--- config.mk ---
export PLATFORM = sky130hd
export DESIGN_NAME = serial_adder
export DESIGN_NICKNAME = d
export VERILOG_FILES = /design/src/rtl/serial_adder.sv
export SDC_FILE = /design/constraint.sdc
export NUM_CORES = 1
export LEC_CHECK = 0
export ABC_AREA = 1
export CAP_MARGIN = 20
export CORE_MARGIN = 2
export CORE_UTILIZATION = 45
export CTS_CLUSTER_SIZE = 8
export DETAILED_ROUTE_END_ITERATION = 12
export GPL_TIMING_DRIVEN = 0
export PLACE_DENSITY = 0.71
export SYNTH_ARGS = -nofsm -noshare
export SYNTH_HDL_FRONTEND = slang
export SYNTH_SLANG_ARGS = --single-unit
--- constraint.sdc ---
create_clock -name clk -period 1.45 [get_ports clk]
set_input_delay 0.29 -clock clk [delete_from_list [all_inputs] [get_ports clk]]
set_output_delay 0.29 -clock clk [all_outputs]
set_load 0.02 [all_outputs]
--- src/rtl/serial_adder.sv ---
// rtl/serial_adder.sv - digit-serial adder: one DIGIT-bit slice per clock, LSB first, start/busy/done handshake
// Optional feature macro: SERIAL_ADDER_OVF_EN adds the signed-overflow output ovf.
module serial_adder #(
  parameter int WIDTH = 8,
  parameter int DIGIT = 1
) (
  input  logic             clk,
  input  logic             rst,
  input  logic             start,
  input  logic [WIDTH-1:0] a,
  input  logic [WIDTH-1:0] b,
  input  logic             cin,
  output logic             busy,
  output logic             done,
  output logic [WIDTH-1:0] sum,
  output logic             cout
`ifdef SERIAL_ADDER_OVF_EN
  ,
  output logic             ovf
`endif
);

  localparam int N  = WIDTH / DIGIT;
  localparam int CW = $clog2(N) + 1;
  localparam logic [CW-1:0] LAST = CW'(N - 1);

  typedef enum logic [1:0] {
    IDLE = 2'd0,
    RUN  = 2'd1,
    DONE = 2'd2
  } state_t;

  state_t           state;
  logic [WIDTH-1:0] a_sh;
  logic [WIDTH-1:0] b_sh;
  logic             carry;
  logic [CW-1:0]    cnt;

  logic [DIGIT:0]   slice;
  logic [WIDTH-1:0] sum_next;

  always_comb begin
    slice = {1'b0, a_sh[DIGIT-1:0]} + {1'b0, b_sh[DIGIT-1:0]} + {{DIGIT{1'b0}}, carry};
  end

  // New slice enters at the MSB end so after N slices the first one lands at bit 0.
  generate
    if (DIGIT == WIDTH) begin : g_full
      always_comb sum_next = slice[DIGIT-1:0];
    end else begin : g_part
      always_comb sum_next = {slice[DIGIT-1:0], sum[WIDTH-1:DIGIT]};
    end
  endgenerate

`ifdef SERIAL_ADDER_OVF_EN
  logic msb_carry_in;
  always_comb msb_carry_in = a_sh[DIGIT-1] ^ b_sh[DIGIT-1] ^ slice[DIGIT-1];
`endif

  always_ff @(posedge clk) begin
    if (rst) begin
      state <= IDLE;
      busy  <= 1'b0;
      done  <= 1'b0;
      sum   <= '0;
      cout  <= 1'b0;
      a_sh  <= '0;
      b_sh  <= '0;
      carry <= 1'b0;
      cnt   <= '0;
`ifdef SERIAL_ADDER_OVF_EN
      ovf   <= 1'b0;
`endif
    end else begin
      case (state)
        IDLE, DONE: begin
          done <= 1'b0;
          if (start) begin
            a_sh  <= a;
            b_sh  <= b;
            carry <= cin;
            cnt   <= '0;
            sum   <= '0;
            cout  <= 1'b0;
`ifdef SERIAL_ADDER_OVF_EN
            ovf   <= 1'b0;
`endif
            busy  <= 1'b1;
            state <= RUN;
          end else begin
            state <= IDLE;
          end
        end
        RUN: begin
          sum   <= sum_next;
          a_sh  <= a_sh >> DIGIT;
          b_sh  <= b_sh >> DIGIT;
          carry <= slice[DIGIT];
          cnt   <= cnt + CW'(1);
          if (cnt == LAST) begin
            done  <= 1'b1;
            busy  <= 1'b0;
            cout  <= slice[DIGIT];
`ifdef SERIAL_ADDER_OVF_EN
            ovf   <= msb_carry_in ^ slice[DIGIT];
`endif
            state <= DONE;
          end
        end
        default: begin
          busy  <= 1'b0;
          done  <= 1'b0;
          state <= IDLE;
        end
      endcase
    end
  end

endmodule
==> flow_summary.json <==
{
  "fin_crit_sh_pct": 93.88,
  "die_y_um": 59.88,
  "clk_latency_ns": 0.35,
  "path_buf_inv": 1,
  "dpl.hpwl_um": 2321,
  "max_freq_mhz": 734.6,
  "io_pins": 31,
  "drtIter0Drc": 57,
  "die_area_um2": 3586,
  "synth.avg_cell_area_um2": 7.318,
  "worstMarginPinSlew_ns": 0.4833,
  "status": "finished, final reports clean",
  "netlist_instances": 192,
  "yosys_warnings": 0,
  "syn-num-nets": 214,
  "num-fill-cells": 287,
  "synth_area_leaders": "dfxtp_1 (48%), nand2_1 (15%), a21oi_1 (11%), nand3_1 (7.1%), nor2_1 (5.1%)",
  "finalCriticalPeriod_ns": 1.361,
  "antenna_found_initial": 0,
  "critPathTopFamily": "flip-flops",
  "seq_area_frac_synth_pct": 48.44,
  "grt_max_degree": 11,
  "post-route-util_pct": 59.58,
  "synth_ff_type": "dfxtp_1",
  "crit_required_ns": 1.16,
  "hold_violations": 0,
  "cpPeakStageDelay_ns": 0.38,
  "gp_congestion": 0.7956,
  "crit_fanout": 3,
  "clk_path_buf_depth": 2,
  "path_class": "reg2out",
  "crit_chain": "dlygate4sd2_1",
  "ys_ff_latch": 34,
  "maxSlewViolCount": 0,
  "synth.cell_area_um2": 1405,
  "yosysTopAreaCellShare_pct": 48.44,
  "core.rowCount": 20,
  "dp_slack_ns": 0.1107,
  "die_width_um": 59.88,
  "crit_arrival_ns": 1.07,
  "cp_slowest_cell": "dfxtp_1",
  "core_um2": 3003,
  "wirelength_um": 3229,
  "setup_tns_ns": 0,
  "cp-start-kind": "flop",
  "grt.total_usage_pct": 20.73,
  "vias_per_cell": 5.230,
  "drc_errors": 0,
  "h-tree-depth": 2,
  "start_util_pct": 46.79,
  "firstDrtPassIters": 4,
  "hold_path_class": "in2reg",
  "ys_types": 17,
  "clk_pin_slew_ns": 0.10,
  "seqCellArea_um2": 680.7,
  "multi_input_area_um2": 630.6,
  "cts-root-buf": "clkbuf_4",
  "slew_headroom_pct": 67.78,
  "post-synth-top-count-cell": "nand2_1",
  "post_drt_wl_per_cell_um": 12.37,
  "setup_violations": 0,
  "grt_overflow_total": 0,
  "grt_pass1_vias": 1267,
  "portBuffers": 28,
  "rsz0062_at_grt": "false",
  "vias": 1365,
  "antenna_left": 0,
  "setup_ws_ns": 0.08873,
  "synth_edf_count": 0,
  "vdd_drop_max_v": 0.0005486,
  "powerDensity_nw_per_um2": 1109,
  "async_reset_ff_share_pct": 0,
  "cts_made_buffers": 5,
  "num-nets-final": 249,
  "endpoint_kind": "output pin",
  "leakage_uw": 0.0007762,
  "cts_tree": "built",
  "cap_violations": 0,
  "synth_top_area_cell": "dfxtp_1",
  "drive_gt1_share_pct": 8.333,
  "hold_buffers": 0,
  "grt_first_pass_wirelength_um": 5437,
  "area_growth_pct": 27.34,
  "num_antenna_cells": 0,
  "clock-sinks": 34,
  "finalClockSkew_ns": 0.01426,
  "synthTopCellsByCount": "nand2_1 (58), dfxtp_1 (34), a21oi_1 (32), nand3_1 (20), nor2_1 (19)"
}
==> state kept, by name, summed over array words and instances (netlist names) <==
register  count
cnt           4
state         2
done          1
sum           8
b_sh          8
a_sh          8
cout          1
busy          1
carry         1
==> metal layers <==
metal / track usage (%) / vias up / part of all wire [%]
li1: - / 689 / -
met1: 23.51 / 637 / 45
met2: 34.32 / 30 / 48
met3: 6.926 / 9 / 4.9
met4: 10.79 / 0 / 2.4
met5: 0 / - / 0
==> cells in the final DEF, fill, tap and decap left out <==
cell and n:
nand2_2 2, dlygate4sd2_1 11, clkbuf_4 5, ha_1 1, nor2_4 1, o21ai_1 2
o21ai_0 3, clkbuf_2 1, dfxtp_1 34, inv_2 2, bufinv_16 1, nor2_1 19
clkdlybuf4s50_1 17, buf_6 2, a21oi_1 32, nand2_1 58, nand3_1 20, fa_1 1
buf_2 4, inv_1 6, clkbuf_1 5, inv_4 1
==> per-stage QoR <==
step | total power [uW] | instance area [um^2] | std cells | hold slack [ns]
floorplan | 1206 | 1405 | 192 | 0.4281
global route | 2066 | 1789 | 261 | 0.3225
finish | 1984 | 1789 | 261 | 0.3150
CTS | 1992 | 1788 | 261 | 0.3079
detailed placement | 1316 | 1727 | 253 | 0.4509
global placement | 1305 | 1727 | 253 | 0.4409
==> final cells by class <==
cell class	instances	share of cell area (%)
Clock inverter	1	1.678
Inverter	9	2.028
Timing Repair Buffer	28	14.90
Clock buffer	7	2.517
Multi-Input combinational cell	139	35.24
Buffer	10	3.287
Tap cell	33	2.308
Sequential cell	34	38.04
==> power breakdown <==
part | internal, uW | total (uW) | switching [uW]
Combinational | 123 | 286 | 163
Clock | 366 | 693 | 327
Sequential | 979 | 1010 | 26.3
==> final timing paths <==
kind	startpoint	endpoint	slack (ns)	cells after the start
worst max-delay path	sum[6]	sum[6]	0.09	1
worst min register to register	busy	busy	0.46	2
worst max register to register	state[0]	a_sh[3]	0.12	7
worst min-delay path	start	busy	0.31	3
==> repair_timing <==
action                     in CTS  in global routing
setup buffers                   0                  0
resized for setup              11                  2
setup endpoints to repair      11                  4
==> cells by family after synthesis <==
kind of cell | Yosys count | synth area share, %
AND/OR/NAND/NOR | 100 | 29.39
flip-flops | 34 | 48.44
buffers and inverters | 19 | 6.679
AO/OA/AOI/OAI | 37 | 13.18
adder cells (fa/ha/maj) | 2 | 2.315
Power figures use the tool's default switching activity.
